===== src/rtl/pc_1.sv =====
// 8-bit program counter driven by board buttons, displayed as two hex digits
// on a multiplexed, active-low four-digit seven-segment display.
module pc_1 #(
  parameter int unsigned REFRESH_BITS = 16
) (
  input  logic       clock,
  input  logic       btnr,
  input  logic       btns,
  input  logic       btnu,
  input  logic       btnd,
  input  logic       btnl,
  input  logic [7:0] new_count,
  output logic       a,
  output logic       b,
  output logic       c,
  output logic       d,
  output logic       e,
  output logic       f,
  output logic       g,
  output logic       dp,
  output logic [3:0] an
);

  logic [7:0]              pc;
  logic [REFRESH_BITS-1:0] refresh;
  logic [3:0]              nibble;
  logic [6:0]              font;
  logic [6:0]              seg;

  always_ff @(posedge clock or posedge btnr) begin
    if (btnr) begin
      pc <= '0;
    end else if (btns) begin
      if (btnl)      pc <= new_count;
      else if (btnu) pc <= pc + 8'd1;
      else if (btnd) pc <= pc - 8'd1;
    end
  end

  always_ff @(posedge clock or posedge btnr) begin
    if (btnr) refresh <= '0;
    else      refresh <= refresh + 1'b1;
  end

  always_comb begin
    nibble = refresh[REFRESH_BITS-1] ? pc[7:4] : pc[3:0];
    font   = 7'b1111111;
    case (nibble)
      4'h0: font = 7'b0000001;
      4'h1: font = 7'b1001111;
      4'h2: font = 7'b0010010;
      4'h3: font = 7'b0000110;
      4'h4: font = 7'b1001100;
      4'h5: font = 7'b0100100;
      4'h6: font = 7'b0100000;
      4'h7: font = 7'b0001111;
      4'h8: font = 7'b0000000;
      4'h9: font = 7'b0000100;
      4'hA: font = 7'b0001000;
      4'hB: font = 7'b1100000;
      4'hC: font = 7'b0110001;
      4'hD: font = 7'b1000010;
      4'hE: font = 7'b0110000;
      4'hF: font = 7'b0111000;
      default: font = 7'b1111111;
    endcase
  end

  // Segments and anodes share one register stage so a digit change never
  // shows the wrong nibble for a cycle.
  always_ff @(posedge clock or posedge btnr) begin
    if (btnr) begin
      an  <= 4'b1110;
      seg <= 7'b0000001;
      dp  <= 1'b1;
    end else begin
      an  <= refresh[REFRESH_BITS-1] ? 4'b1101 : 4'b1110;
      seg <= font;
      dp  <= 1'b1;
    end
  end

  assign {a, b, c, d, e, f, g} = seg;

endmodule


===== config.mk =====
export PLATFORM = sky130hd
export DESIGN_NAME = pc_1
export DESIGN_NICKNAME = d
export VERILOG_FILES = /design/src/rtl/pc_1.sv
export SDC_FILE = /design/constraint.sdc
export NUM_CORES = 1
export LEC_CHECK = 0
export CAP_MARGIN = 10
export CORE_MARGIN = 8
export CORE_UTILIZATION = 35
export DETAILED_ROUTE_END_ITERATION = 8
export PLACE_DENSITY_LB_ADDON = 0.05
export SLEW_MARGIN = 20
export SYNTH_ARGS = -nofsm -noshare
export SYNTH_HDL_FRONTEND = slang
export SYNTH_SLANG_ARGS = --single-unit

===== constraint.sdc =====
create_clock -name clock -period 3.5 [get_ports clock]
set_clock_uncertainty 0.15 [all_clocks]
set_input_delay 0.7 -clock clock [delete_from_list [all_inputs] [get_ports clock]]
set_output_delay 0.7 -clock clock [all_outputs]
set_load 0.02 [all_outputs]

Word-level counts from Yosys, hierarchy flattened. Memory sizes are Yosys's and may differ from the RTL's. A register that Yosys moved wholly into a read port is not among the register bits. Cells that the tools add are included.

Register bits after elaboration: 27. Memory bits (read-only): 112. Memories kept: 1.

$add $sub $neg: 3. Multiplexer cells: 5. Reductions and logical operators: 2.

Memories: (name not given) (depth 16, bits a word 7, read ports 1, clocked after Yosys merged registers in 1, wr ports 0, RTL line 48) `case (nibble)`.

Operators with widths (number): 8-bit two-way mux (3); 16-bit by 1-bit adder with 16-bit output, second input constant (1); 8-bit by 1-bit adder with 8-bit output, second input constant (1); 8-bit by 1-bit subtractor with 8-bit output, second input constant (1); 4-bit two-way mux (1); 3-bit nonzero test (1); 2-bit two-way mux (1); 2-bit AND reduction (1).

Longest topological paths before layout.
Word-level depth: 4. Gate-level depth with buffers: 7. Depth with buffers taken out: 7.

Least setup slack after synthesis. OpenSTA, ideal clock, no wires.

Path kind: input port to flip-flop. From: input port btnu. To: register pc[6]. Library setup time: 0.128 ns. Arrival time: 2.035 ns. Data required time: 3.222 ns. Path slack: 1.188 ns. Cell stages on the path: 7. Buffers on the path: 0. Path through: inv_1 fa_1 a211oi_1 o21ai_0 a21o_2 a31oi_1 o21ai_0.

Cells in the longest elaborated chain, start to end: 2.

Ends and longest elaborated chain: from (decl) (RTL line 9) `input logic btnu,`; 3-bit nonzero test (no line) or 8-bit two-way mux (tied branches); 2-bit AND reduction (no line) or 8-bit two-way mux (tied branches); to (signal assigned) (RTL line 34) `if (btnl) pc <= new_count;`; to (signal assigned) (RTL line 35) `else if (btnu) pc <= pc + 8'd1;`; to (signal assigned) (RTL line 36) `else if (btnd) pc <= pc - 8'd1;`; to (decl) (RTL line 24) `logic [7:0] pc;`.

Several ways; a longest one is shown, not always the timed one. A chain may end at the register's enable or synchronous reset.

Worst setup path after layout. Ends and elaborated chain as after synthesis.

==> report_table.html <==
<table>
<tr><th>Metric</th><th>Value</th></tr>
<tr><th colspan="2">Outcome</th></tr>
<tr><td>Outcome</td><td>complete, no violations</td></tr>
<tr><th colspan="2">Drt</th></tr>
<tr><td>Routed via count divided by cell count</td><td>4.88</td></tr>
<tr><td>First-pass iteration count of the detailed router</td><td>4</td></tr>
<tr><td>Via count</td><td>1386</td></tr>
<tr><td>Remaining antenna violation count after routing</td><td>0</td></tr>
<tr><td>DRC violations left</td><td>0</td></tr>
<tr><td>Number of violations reported at the end of detailed-routing iteration 0</td><td>18</td></tr>
<tr><td>Routed wire length</td><td>3980 um</td></tr>
<tr><td>Routed length per instance</td><td>14.0 um</td></tr>
<tr><th colspan="2">Pwr</th></tr>
<tr><td>Combinational share of power</td><td>34.9%</td></tr>
<tr><td>Int Pwr</td><td>0.784 mW</td></tr>
<tr><td>Total power</td><td>1.17 mW</td></tr>
<tr><td>Switching power</td><td>0.384 mW</td></tr>
<tr><td>Leakage Power</td><td>1.03 nW</td></tr>
<tr><td>Flop pwr share</td><td>40.4%</td></tr>
<tr><td>Peak supply drop</td><td>0.217 mV</td></tr>
<tr><td>Clk network pwr share</td><td>24.6%</td></tr>
<tr><td>Pwr dens</td><td>514 mW/mm2</td></tr>
<tr><td>Switching share of power</td><td>32.8%</td></tr>
<tr><th colspan="2">Critical path</th></tr>
<tr><td>Cell family contributing the most delay on the critical path</td><td>compound AO/OA/AOI/OAI gates</td></tr>
<tr><td>CP Class</td><td>input port to register</td></tr>
<tr><td>Signal arrival time at the worst endpoint</td><td>2.81 ns</td></tr>
<tr><td>Critical path's most frequent cell</td><td>o21ai_0</td></tr>
<tr><td>Largest stage delay on the critical path</td><td>0.57 ns</td></tr>
<tr><td>Crit path required time</td><td>3.51 ns</td></tr>
<tr><td>Crit-path slowest cell</td><td>clkdlybuf4s50_1</td></tr>
<tr><td>Largest fanout on the critical path</td><td>9</td></tr>
<tr><td>Category of the worst setup path capture point</td><td>register</td></tr>
<tr><td>CP bufs+invs</td><td>2</td></tr>
<tr><td>Crit path launch type</td><td>input port</td></tr>
<tr><td>Crit-path cells</td><td>clkdlybuf4s50_1 &gt; inv_1 &gt; fa_1 &gt; a211oi_1 &gt; o21ai_0 &gt; a21o_2 &gt; a31oi_1 &gt; o21ai_0</td></tr>
<tr><th colspan="2">Synth</th></tr>
<tr><td>Predominant post-synthesis flop cell</td><td>dfrtp_1</td></tr>
<tr><td>Mux share of post-synthesis cell area</td><td>5.12%</td></tr>
<tr><td>Count of state elements after synthesis</td><td>33</td></tr>
<tr><td>Area fraction in compound gates after synthesis</td><td>15.2%</td></tr>
<tr><td>Average size of a mapped cell</td><td>10.2 um2</td></tr>
<tr><td>Register area share after synthesis</td><td>44.0%</td></tr>
<tr><td>Ys async rst share</td><td>100%</td></tr>
<tr><td>Combined area of all synthesized cells</td><td>0.00188 mm2</td></tr>
<tr><td>Number of distinct library cells after synthesis</td><td>44</td></tr>
<tr><td>Post-synthesis instance total</td><td>185</td></tr>
<tr><td>Main combinational cell family by area after synthesis</td><td>compound AO/OA/AOI/OAI gates</td></tr>
<tr><td>Adder and majority cell fraction of the synthesized area</td><td>9.71%</td></tr>
<tr><td>Number of flops mapped to enable cells by yosys</td><td>0</td></tr>
<tr><td>Post-synthesis xor/xnor area fraction</td><td>7.45%</td></tr>
<tr><td>Simple-Gate Fraction of Synth Area</td><td>14.8%</td></tr>
<tr><td>Warning count from the yosys run</td><td>0</td></tr>
<tr><th colspan="2">Run</th></tr>
<tr><td># Max-Cap Violations</td><td>0</td></tr>
<tr><th colspan="2">Timing</th></tr>
<tr><td>Worst setup slack after layout</td><td>0.695 ns</td></tr>
<tr><td>Final setup violation count</td><td>0</td></tr>
<tr><td>Final Cycle Share</td><td>80.1%</td></tr>
<tr><td>Post-layout minimum cycle time</td><td>2.80 ns</td></tr>
<tr><td>Max frequency</td><td>0.357 GHz</td></tr>
<tr><td>Final-report max-slew violation count</td><td>0</td></tr>
<tr><td>Normalized max-slew margin</td><td>64.2%</td></tr>
<tr><td>Total Neg Setup Slack</td><td>0 ns</td></tr>
<tr><td>Final Hold Fails</td><td>0</td></tr>
<tr><td>Slew at the pin with the worst max-slew slack</td><td>0.523 ns</td></tr>
<tr><td>Setup repair after global routing missed its margin</td><td>no</td></tr>
<tr><th colspan="2">Place</th></tr>
<tr><td>IO Port Bufs</td><td>22</td></tr>
<tr><td>Global placer's final weighted congestion</td><td>0.888</td></tr>
<tr><td>HPWL after detailed placement</td><td>3070 um</td></tr>
<tr><td>Post-Place Setup Slack</td><td>0.404 ns</td></tr>
<tr><td>Standard cell area after detailed placement</td><td>0.00218 mm2</td></tr>
<tr><th colspan="2">Cells and area</th></tr>
<tr><td>Most frequent cells in the layout</td><td>dfrtp_1 (31), clkdlybuf4s50_1 (22), nand2_1 (20)</td></tr>
<tr><td>Area overhead of the layout relative to synthesis</td><td>20.7%</td></tr>
<tr><td>Number of filler cells placed in the layout</td><td>529</td></tr>
<tr><td>Most common library cell in the layout ignoring fill and taps</td><td>dfrtp_1</td></tr>
<tr><td>Antenna diode count</td><td>0</td></tr>
<tr><td>Share of cells above drive strength 1</td><td>10.3%</td></tr>
<tr><td>Final Cell Area</td><td>0.00227 mm2</td></tr>
<tr><td>Final standard cell utilization of the core</td><td>44.2%</td></tr>
<tr><td>Net total in the final layout</td><td>241</td></tr>
<tr><th colspan="2">GRT</th></tr>
<tr><td>Wire length of the first global-routing pass</td><td>6780 um</td></tr>
<tr><td>Vias in the first global route</td><td>1415</td></tr>
<tr><td>Number of antenna violations at the first check in global routing</td><td>0</td></tr>
<tr><td>Maximum number of pins on one net before global-route repair</td><td>34</td></tr>
<tr><td>Global routing usage on met1</td><td>12.9%</td></tr>
<tr><td>Met3 track demand over resource in global routing</td><td>3.68%</td></tr>
<tr><td>Total gr overflow</td><td>0</td></tr>
<tr><td>Met2 track utilization from global routing</td><td>18.7%</td></tr>
<tr><td>Global-route layer with the greatest usage</td><td>met2</td></tr>
<tr><td>Total track usage</td><td>11.1%</td></tr>
<tr><th colspan="2">Floorplanning</th></tr>
<tr><td>Total number of placement rows</td><td>26</td></tr>
<tr><td>Count of boundary I/O pins</td><td>26</td></tr>
<tr><td>Initial standard-cell utilization of the core</td><td>36.6%</td></tr>
<tr><td>Core area</td><td>0.00514 mm2</td></tr>
<tr><td>Vert. Die Dim</td><td>89.3 um</td></tr>
<tr><td>Chip Width</td><td>89.3 um</td></tr>
<tr><td>Total die area</td><td>0.00798 mm2</td></tr>
<tr><th colspan="2">Clock tree</th></tr>
<tr><td>CTS Hold Bufs</td><td>0</td></tr>
<tr><td>TritonCTS clock tree</td><td>yes</td></tr>
<tr><td>Number of instances resized during post-cts repair</td><td>0</td></tr>
<tr><td>Clock tree root buffer cell</td><td>clkbuf_8</td></tr>
<tr><td>Buffer count from post-CTS setup fixing</td><td>0</td></tr>
<tr><td>Sink count of the clock tree</td><td>33</td></tr>
<tr><td>Clock H-tree levels</td><td>2</td></tr>
<tr><td>Worst-skew pair later-pin latency</td><td>0.28 ns</td></tr>
<tr><td>Inserted Clock Buffers</td><td>5</td></tr>
<tr><td>Clock-pin slew on the worst setup and hold paths</td><td>0.07 ns</td></tr>
<tr><td>Maximum buffer depth of the clock tree</td><td>2</td></tr>
<tr><th colspan="2">Hold path</th></tr>
<tr><td>Hold Crit Class</td><td>register to register</td></tr>
</table>
## sequential cells by signal (all words and copies together), names as in the netlist
name,flops
an,2
pc,8
refresh,16
seg,7
## kinds of logic (layout without fill, tap and decap cells)
family	count (synthesis)	in the layout
other	1	3
multiplexers	9	9
adder cells (fa/ha/maj)	14	14
AND/OR/NAND/NOR	58	58
buffers and inverters	14	41
flip-flops	33	33
XOR/XNOR	16	16
AO/OA/AOI/OAI	40	40
## cell type report
type	instances	area, um2	area share (%)
Timing Repair Buffer	25	243	10.7
Tap cell	70	87.6	3.85
Inverter	8	30.0	1.32
Multi-Input combinational cell	140	993	43.7
Clock buffer	8	90.1	3.96
Sequential cell	33	828	36.5
## cell usage after synthesis (3+ instances only)
master / count / area [um2]
a211oi_1: 3 / 22.5
a21o_1: 3 / 22.5
a21oi_1: 6 / 30.0
and3_1: 5 / 31.3
buf_2: 3 / 15.0
buf_4: 3 / 22.5
dfrtp_1: 31 / 776
ha_1: 13 / 163
inv_1: 7 / 26.3
mux2i_1: 6 / 60.1
nand2_1: 20 / 75.1
nand3_1: 12 / 60.1
nor2_1: 10 / 37.5
nor3_1: 4 / 20.0
o21ai_0: 11 / 55.1
xnor2_1: 12 / 105
xor2_1: 4 / 35.0
## routing by layer
layer / routed length, um / vias to the layer above
li1: - / 710
met2: 1990 / 14
met4: 34 / 0
met1: 1850 / 658
met5: 0 / -
met3: 105 / 4
## power by group through the flow
stage / logic [mW] / registers, mW / clock network (mW)
finish: 0.408 / 0.472 / 0.288
detailed placement: 0.409 / 0.481 / 0
CTS: 0.412 / 0.474 / 0.298
global placement: 0.402 / 0.481 / 0
floorplan: 0.245 / 0.505 / 0
global route: 0.452 / 0.482 / 0.317
## worst paths after layout
path	slack (ns)	depth (start not counted)	to	from
max	0.70	8	pc[6]$_DFFE_PP0P_	btnu
min	0.32	1	refresh[5]$_DFF_PP0_	refresh[5]$_DFF_PP0_
max reg2reg	1.28	6	seg[1]$_DFF_PP0_	refresh[15]$_DFF_PP0_
min reg2reg	0.32	1	refresh[5]$_DFF_PP0_	refresh[5]$_DFF_PP0_
max in group asynchronous	2.19	3	seg[0]$_DFF_PP1_	btnr
min in group asynchronous	0.67	3	an[0]$_DFF_PP0_	btnr
## through the flow
stage	hold slack, ns	cells
after floorplan	0.199	187
after global placement	0.305	276
after detailed placement	0.313	276
after CTS	0.325	284
after global routing	0.339	284
final	0.321	284
No activity file was read; power rests on OpenSTA's default activity.
